## src/rtl/bcd_seq_converter.sv

```systemverilog
// Sequential signed binary-to-BCD converter: sign/magnitude split, then one
// double-dabble step per clock on a single shared digit datapath.
module bcd_seq_converter #(
    parameter int unsigned BIN_W  = 15,
    parameter int unsigned DIGITS = 5
) (
    input  logic                  clk,
    input  logic                  rst_n,
    input  logic                  start,
    input  logic [BIN_W:0]        bin,
    output logic                  busy,
    output logic                  done,
    output logic                  sign,
    output logic [4*DIGITS-1:0]   bcd
);

    localparam int unsigned CntW = $clog2(BIN_W + 2);
    localparam int unsigned AccW = 4 * DIGITS;

    typedef enum logic [1:0] {
        StIdle,
        StConv,
        StDone
    } state_e;

    state_e             state_q, state_d;
    logic               sign_r_q, sign_r_d;
    logic [BIN_W:0]     mag_q, mag_d;
    logic [AccW-1:0]    acc_q, acc_d;
    logic [CntW-1:0]    cnt_q, cnt_d;
    logic [AccW-1:0]    bcd_q, bcd_d;
    logic               sign_q, sign_d;

    logic [AccW-1:0]    acc_adj;
    logic [AccW-1:0]    acc_shift;
    logic [BIN_W:0]     bin_neg;

    assign bin_neg = (~bin) + {{BIN_W{1'b0}}, 1'b1};

    // All digits are corrected from the pre-adjust value in parallel.
    always_comb begin
        logic [3:0] digit;
        acc_adj = '0;
        digit   = '0;
        for (int i = 0; i < int'(DIGITS); i++) begin
            digit = acc_q[4*i +: 4];
            acc_adj[4*i +: 4] = (digit >= 4'd5) ? digit + 4'd3 : digit;
        end
    end

    assign acc_shift = {acc_adj[AccW-2:0], mag_q[BIN_W]};

    always_comb begin
        state_d  = state_q;
        sign_r_d = sign_r_q;
        mag_d    = mag_q;
        acc_d    = acc_q;
        cnt_d    = cnt_q;
        bcd_d    = bcd_q;
        sign_d   = sign_q;

        unique case (state_q)
            StIdle: begin
                if (start) begin
                    sign_r_d = bin[BIN_W];
                    mag_d    = bin[BIN_W] ? bin_neg : bin;
                    acc_d    = '0;
                    cnt_d    = CntW'(BIN_W + 1);
                    state_d  = StConv;
                end
            end
            StConv: begin
                acc_d = acc_shift;
                mag_d = {mag_q[BIN_W-1:0], 1'b0};
                cnt_d = cnt_q - CntW'(1);
                if (cnt_q == CntW'(1)) begin
                    // Publish only the final result so outputs never show partials.
                    bcd_d   = acc_shift;
                    sign_d  = sign_r_q;
                    state_d = StDone;
                end
            end
            StDone: begin
                state_d = StIdle;
            end
            default: begin
                state_d = StIdle;
            end
        endcase
    end

    always_ff @(posedge clk or negedge rst_n) begin
        if (!rst_n) begin
            state_q  <= StIdle;
            sign_r_q <= 1'b0;
            mag_q    <= '0;
            acc_q    <= '0;
            cnt_q    <= '0;
            bcd_q    <= '0;
            sign_q   <= 1'b0;
        end else begin
            state_q  <= state_d;
            sign_r_q <= sign_r_d;
            mag_q    <= mag_d;
            acc_q    <= acc_d;
            cnt_q    <= cnt_d;
            bcd_q    <= bcd_d;
            sign_q   <= sign_d;
        end
    end

    assign busy = (state_q != StIdle);
    assign done = (state_q == StDone);
    assign sign = sign_q;
    assign bcd  = bcd_q;

endmodule
```

## config.mk

```make
export PLATFORM = sky130hd
export DESIGN_NAME = bcd_seq_converter
export DESIGN_NICKNAME = d
export VERILOG_FILES = /design/src/rtl/bcd_seq_converter.sv
export SDC_FILE = /design/constraint.sdc
export NUM_CORES = 1
export LEC_CHECK = 0
export ABC_AREA = 1
export BUFFER_PORTS_ARGS = -buffer_cell sky130_fd_sc_hd__buf_4
export CAP_MARGIN = 10
export CORE_MARGIN = 5
export CORE_UTILIZATION = 49
export DETAILED_ROUTE_END_ITERATION = 6
export GPL_TIMING_DRIVEN = 1
export PLACE_DENSITY = 0.69
export SYNTH_ARGS = -nofsm -noshare
export SYNTH_HDL_FRONTEND = slang
export SYNTH_SLANG_ARGS = --single-unit
```

## constraint.sdc

```tcl
create_clock -name clk -period 4.5 [get_ports clk]
set_clock_uncertainty 0.15 [all_clocks]
set_input_delay 0.675 -clock clk [delete_from_list [all_inputs] [get_ports clk]]
set_output_delay 0.675 -clock clk [all_outputs]
set_load 0.02 [all_outputs]
```

Yosys cells after proc, flatten, opt, wreduce, memory -nomap -nowiden. Cells that the tools add are included.

Bitwise logic cells: 1. Shifts and indexed selects: 0. $mul: 0. Eq/ne operators: 5. Reductions and logical operators: 7. Add/subtract/negate cells: 7. Order comparisons: 5. Div/mod/pow operators: 0. Muxes and demuxes: 15.

Operator list (count): one-hot mux 20 bit (2 select lines) (1); 2-to-1 mux 16 bit (2); one-hot mux 16 bit (2 select lines) (1); greater-or-equal comparator 4 x 3 -> 1 bit (second input constant) (5); 2-to-1 mux 20 bit (1); adder 16 x 1 -> 16 bit (second input constant) (1); adder 4 x 2 -> 4 bit (second input constant) (4); 2-to-1 mux 4 bit (4); inverter 16 bit (1); one-hot mux 5 bit (2 select lines) (1); AND reduction 2 bit (4); == test 5 x 1 -> 1 bit (second input constant) (1); 2-to-1 mux 5 bit (1); subtractor 5 x 1 -> 5 bit (second input constant) (1); 2-to-1 mux 2 bit (2); inequality test 2 bit (second input constant) (2); one-hot mux 2 bit (2 select lines) (1); nonzero test 2 bit (2); adder 3 x 2 -> 3 bit (second input constant) (1); 2-to-1 mux 3 bit (1); == test 2 x 1 -> 1 bit (second input constant) (1); == test 2 bit (second input constant) (1); logical NOT 2 bit (1).

Word-level logic and storage cells: 47. Bits of input ports: 19. Memory bits (writable): 0. Memories: 0. Bits in latches: 0. Register bits: 65. Bits in read-only memories: 0.

Longest topological paths before layout.
Depth in word-level cells: 5. Mapped depth: 10. Mapped depth without buffers: 9.

Worst setup path after synthesis. No wires, ideal clock.

Path type: input port to flip-flop. Start: input bin[0]. End: register mag_q[14]. Arrival: 1513 ps. Library setup time: 121 ps. Stages: 7. Path slack: 2715 ps. Cell sequence: inv_1 ha_1 nand2_1 o21ai_1 nand3_1 nand3_1 nand2_1.

Longest elaborated chain between the ends: 5.

Ends and longest elaborated chain: start, declared (RTL line 10) `input logic [BIN_W:0] bin,`; inverter 16 bit (RTL line 38) `assign bin_neg = (~bin) + {{BIN_W{1'b0}}, 1'b1};`; adder 16 x 1 -> 16 bit (RTL line 38); 2-to-1 mux 16 bit (RTL line 66) `mag_d = bin[BIN_W] ? bin_neg : bin;`; 2-to-1 mux 16 bit (RTL line 64) `if (start) begin`; one-hot mux 16 bit (2 select lines) (RTL line 62) `unique case (state_q)`; end signal, assigned (RTL line 104) `mag_q <= mag_d;`; end, declared (RTL line 28) `logic [BIN_W:0] mag_q, mag_d;`.

No other way between the ends. The select of a mux whose other input is x is not followed. A chain may end at the register's enable or synchronous reset.

Final worst setup path.
Start: register state_q[1]. End: register bcd_q[4], in the netlist bcd[4].

Longest elaborated chain between the ends: 2.

Ends and longest elaborated chain: start, declared (RTL line 26) `state_e state_q, state_d;`; start signal, assigned (RTL line 94) `state_q <= StIdle;`; start signal, assigned (RTL line 102) `state_q <= state_d;`; == test 2 x 1 -> 1 bit (RTL line 62); AND reduction 2 bit (no source line); end signal, assigned (RTL line 99) `bcd_q <= '0;`; end signal, assigned (RTL line 107) `bcd_q <= bcd_d;`; end, declared (RTL line 31) `logic [AccW-1:0] bcd_q, bcd_d;`.

No other way between the ends.

==> flow_metrics.env <==
export IMPL_run_status="completed"
export IMPL_crit_path_end_kind="flip-flop"
export IMPL_p_leak_nw=1.91
export IMPL_cp_arrival_ns=2.20
export IMPL_hold_buffers=0
export IMPL_synth_seq_area_share=0.487
export IMPL_dieHeight_um=92.6
export IMPL_cp_data_required_time_ns=4.54
export IMPL_syn_area_per_cell_um2=8.48
export IMPL_nets=465
export IMPL_grt_pass1_wl_um=11800
export IMPL_ios=42
export IMPL_start_util=0.497
export IMPL_yosysWarnings=0
export IMPL_cts_max_level=3
export IMPL_grt_max_degree=66
export IMPL_clk_path_buf_depth=2
export IMPL_portBuffers=41
export IMPL_ys_ff_latch=65
export IMPL_hold_violations=0
export IMPL_cts_tree="yes"
export IMPL_crit_chain="nor2_4 -> inv_2 -> nor2_4 -> inv_2 -> nand2_1 -> o21ai_2"
export IMPL_avgRoutedWirePerCell_um=12.4
export IMPL_dr_first_iter_drc_count=142
export IMPL_synthToLayoutAreaGrowth_pct=14.2
export IMPL_vias=2669
export IMPL_power_density_mw_per_mm2=703
export IMPL_diodes=0
export IMPL_ys_types=24
export IMPL_timing_hold_ws_ns=0.266
export IMPL_timing_critical_path_buf_inv=2
export IMPL_hp_class="input pin to asynchronous set/reset pin"
export IMPL_num_fill_cells=617
export IMPL_cts_resized=0
export IMPL_crit_family="simple AND/OR/NAND/NOR gates"
export IMPL_period_share=0.480
export IMPL_setup_viol_count_final=0
export IMPL_vdd_drop_max_v=0.000197
export IMPL_rsz0062_at_grt="false"
export IMPL_syn_nets=426
export IMPL_critPathMaxFanout=41
export IMPL_vias_per_cell=5.17
export IMPL_gp_congestion=0.816
export IMPL_routed_wl_um=6420
export IMPL_drv_slew=0
export IMPL_cp_slowest_cell="dfrtp_1"
export IMPL_path_clk_slew_ns=0.07
export IMPL_max_slew_margin=0.482
export IMPL_cts_root_buf="clkbuf_8"
export IMPL_die_w_um=92.6
export IMPL_cts_post_setup_buffers_inserted=0
export IMPL_drc=0
export IMPL_std_cell_rows=30
export IMPL_dr_pass1_iters=4
export IMPL_syn_inst=394
export IMPL_final_antenna_net_count=0
export IMPL_grt_usage=0.170
export IMPL_core_mm2=0.00672
export IMPL_grt_pass1_vias=2709
export IMPL_finalSetupTns_ns=0
export IMPL_grt_ovfl_total=0
export IMPL_startpoint_type="flip-flop"
export IMPL_dpl_hpwl_um=4620
export IMPL_clock_sinks=65
export IMPL_maxCapViolCount=0
export IMPL_syn_area_mm2=0.00334
export IMPL_max_freq_ghz=0.463
export IMPL_criticalPathCategory="flip-flop to flip-flop"
export IMPL_cts_buffers=9
export IMPL_layout_drive_gt1_share=0.161
export IMPL_antenna_found_initial=0
export IMPL_worst_pin_slew_ns=0.777
export IMPL_slowest_delay_ns=0.41
export IMPL_timing_final_crit_period_ns=2.16
export IMPL_clk_latency_ns=0.33
export IMPL_die_area_mm2=0.00857
## worst paths after layout
| path | endpoint | cells after the start | start | slack (ns) |
|---|---|---|---|---|
| worst max-delay path | bcd[4] | 6 | state_q[1] | 2.34 |
| worst min-delay path | acc_q[19] | 1 | rst_n | 0.27 |
| worst max register to register | bcd[4] | 6 | state_q[1] | 2.34 |
| worst min register to register | cnt_q[3] | 1 | cnt_q[3] | 0.33 |
| max in group asynchronous | mag_q[5] | 1 | rst_n | 3.42 |
| min in group clk | cnt_q[3] | 1 | cnt_q[3] | 0.33 |
## state kept, by name, indices dropped and copies added, names as in the netlist
name,flops
sign_r_q,1
mag_q,16
cnt_q,5
sign,1
bcd,20
acc_q,20
state_q,2
## layout make-up
cell class	count	area, µm²	share of cell area
Clock buffer	13	139	0.0364
Clock inverter	1	5.00	0.00131
Inverter	49	184	0.0482
Multi-Input combinational cell	267	1450	0.381
Sequential cell	65	1630	0.427
Tap cell	80	100	0.0262
Timing Repair Buffer	41	308	0.0807
## Yosys cell counts
cell / n / area, µm²
nand2_1: 97 / 364
dfrtp_1: 65 / 1630
inv_1: 44 / 165
nor2_1: 31 / 116
o21ai_0: 26 / 130
o22ai_1: 22 / 138
nand3_1: 17 / 85.1
a22oi_1: 13 / 97.6
ha_1: 13 / 163
xor2_1: 12 / 105
o21ai_1: 11 / 55.1
o21ai_2: 10 / 87.6
a21oi_1: 7 / 35.0
buf_2: 6 / 30.0
inv_2: 5 / 18.8
buf_6: 3 / 33.8
clkbuf_1: 3 / 11.3
nor2_4: 3 / 33.8
a31oi_1: 1 / 6.26
buf_1: 1 / 3.75
mux2i_1: 1 / 10.0
nand3_2: 1 / 10.0
nand4_1: 1 / 6.26
o221ai_1: 1 / 8.76
## routing by layer
metal  GRT usage  up-vias  routed length [µm]
met1       0.209     1248                3070
met5           0        -                   0
met4      0.0557        0                  71
met2       0.291       37                3010
met3      0.0447        6                 265
li1            -     1378                   -
## through the flow
stage | setup slack, ns | util | instance area (µm²) | total power, W | std cells
final | 2.34 | 0.568 | 3810 | 0.00268 | 516
after detailed placement | 2.26 | 0.546 | 3670 | 0.00231 | 502
after floorplan | 2.72 | - | 3340 | 0.00195 | 394
after global placement | 2.31 | 0.546 | 3670 | 0.00227 | 502
after CTS | 2.32 | 0.568 | 3810 | 0.00271 | 516
after global routing | 2.13 | 0.568 | 3810 | 0.00295 | 516
## cell usage in the layout (no fill, tap or decap)
| cell type | n |
|---|---|
| o21ai_0 | 26 |
| nand3_1 | 17 |
| a21oi_1 | 7 |
| inv_2 | 5 |
| inv_1 | 44 |
| nand3_2 | 1 |
| clkinv_2 | 1 |
| clkbuf_1 | 4 |
| o21ai_1 | 11 |
| nand4_1 | 1 |
| dfrtp_1 | 65 |
| nor2_1 | 31 |
| nor2_4 | 3 |
| mux2i_1 | 1 |
| o21ai_2 | 10 |
| clkbuf_8 | 9 |
| a22oi_1 | 13 |
| o221ai_1 | 1 |
| buf_4 | 41 |
| o22ai_1 | 22 |
| xor2_1 | 12 |
| ha_1 | 13 |
| a31oi_1 | 1 |
| nand2_1 | 97 |
## cell families after synthesis
kind of cell	share of synthesized area
buffers and inverters	0.0787
xor gates and xnor gates	0.0315
DFF	0.487
and+or+nand+nor	0.184
muxes	0.00300
AOI/OAI and AO/OA	0.167
adders and majority gates	0.0487
## report_power, final
group          switching (W)  internal, W
Clock               0.000196     0.000194
Sequential          0.000155     0.000859
Combinational       0.000796     0.000483
Power figures use the tool's default switching activity.
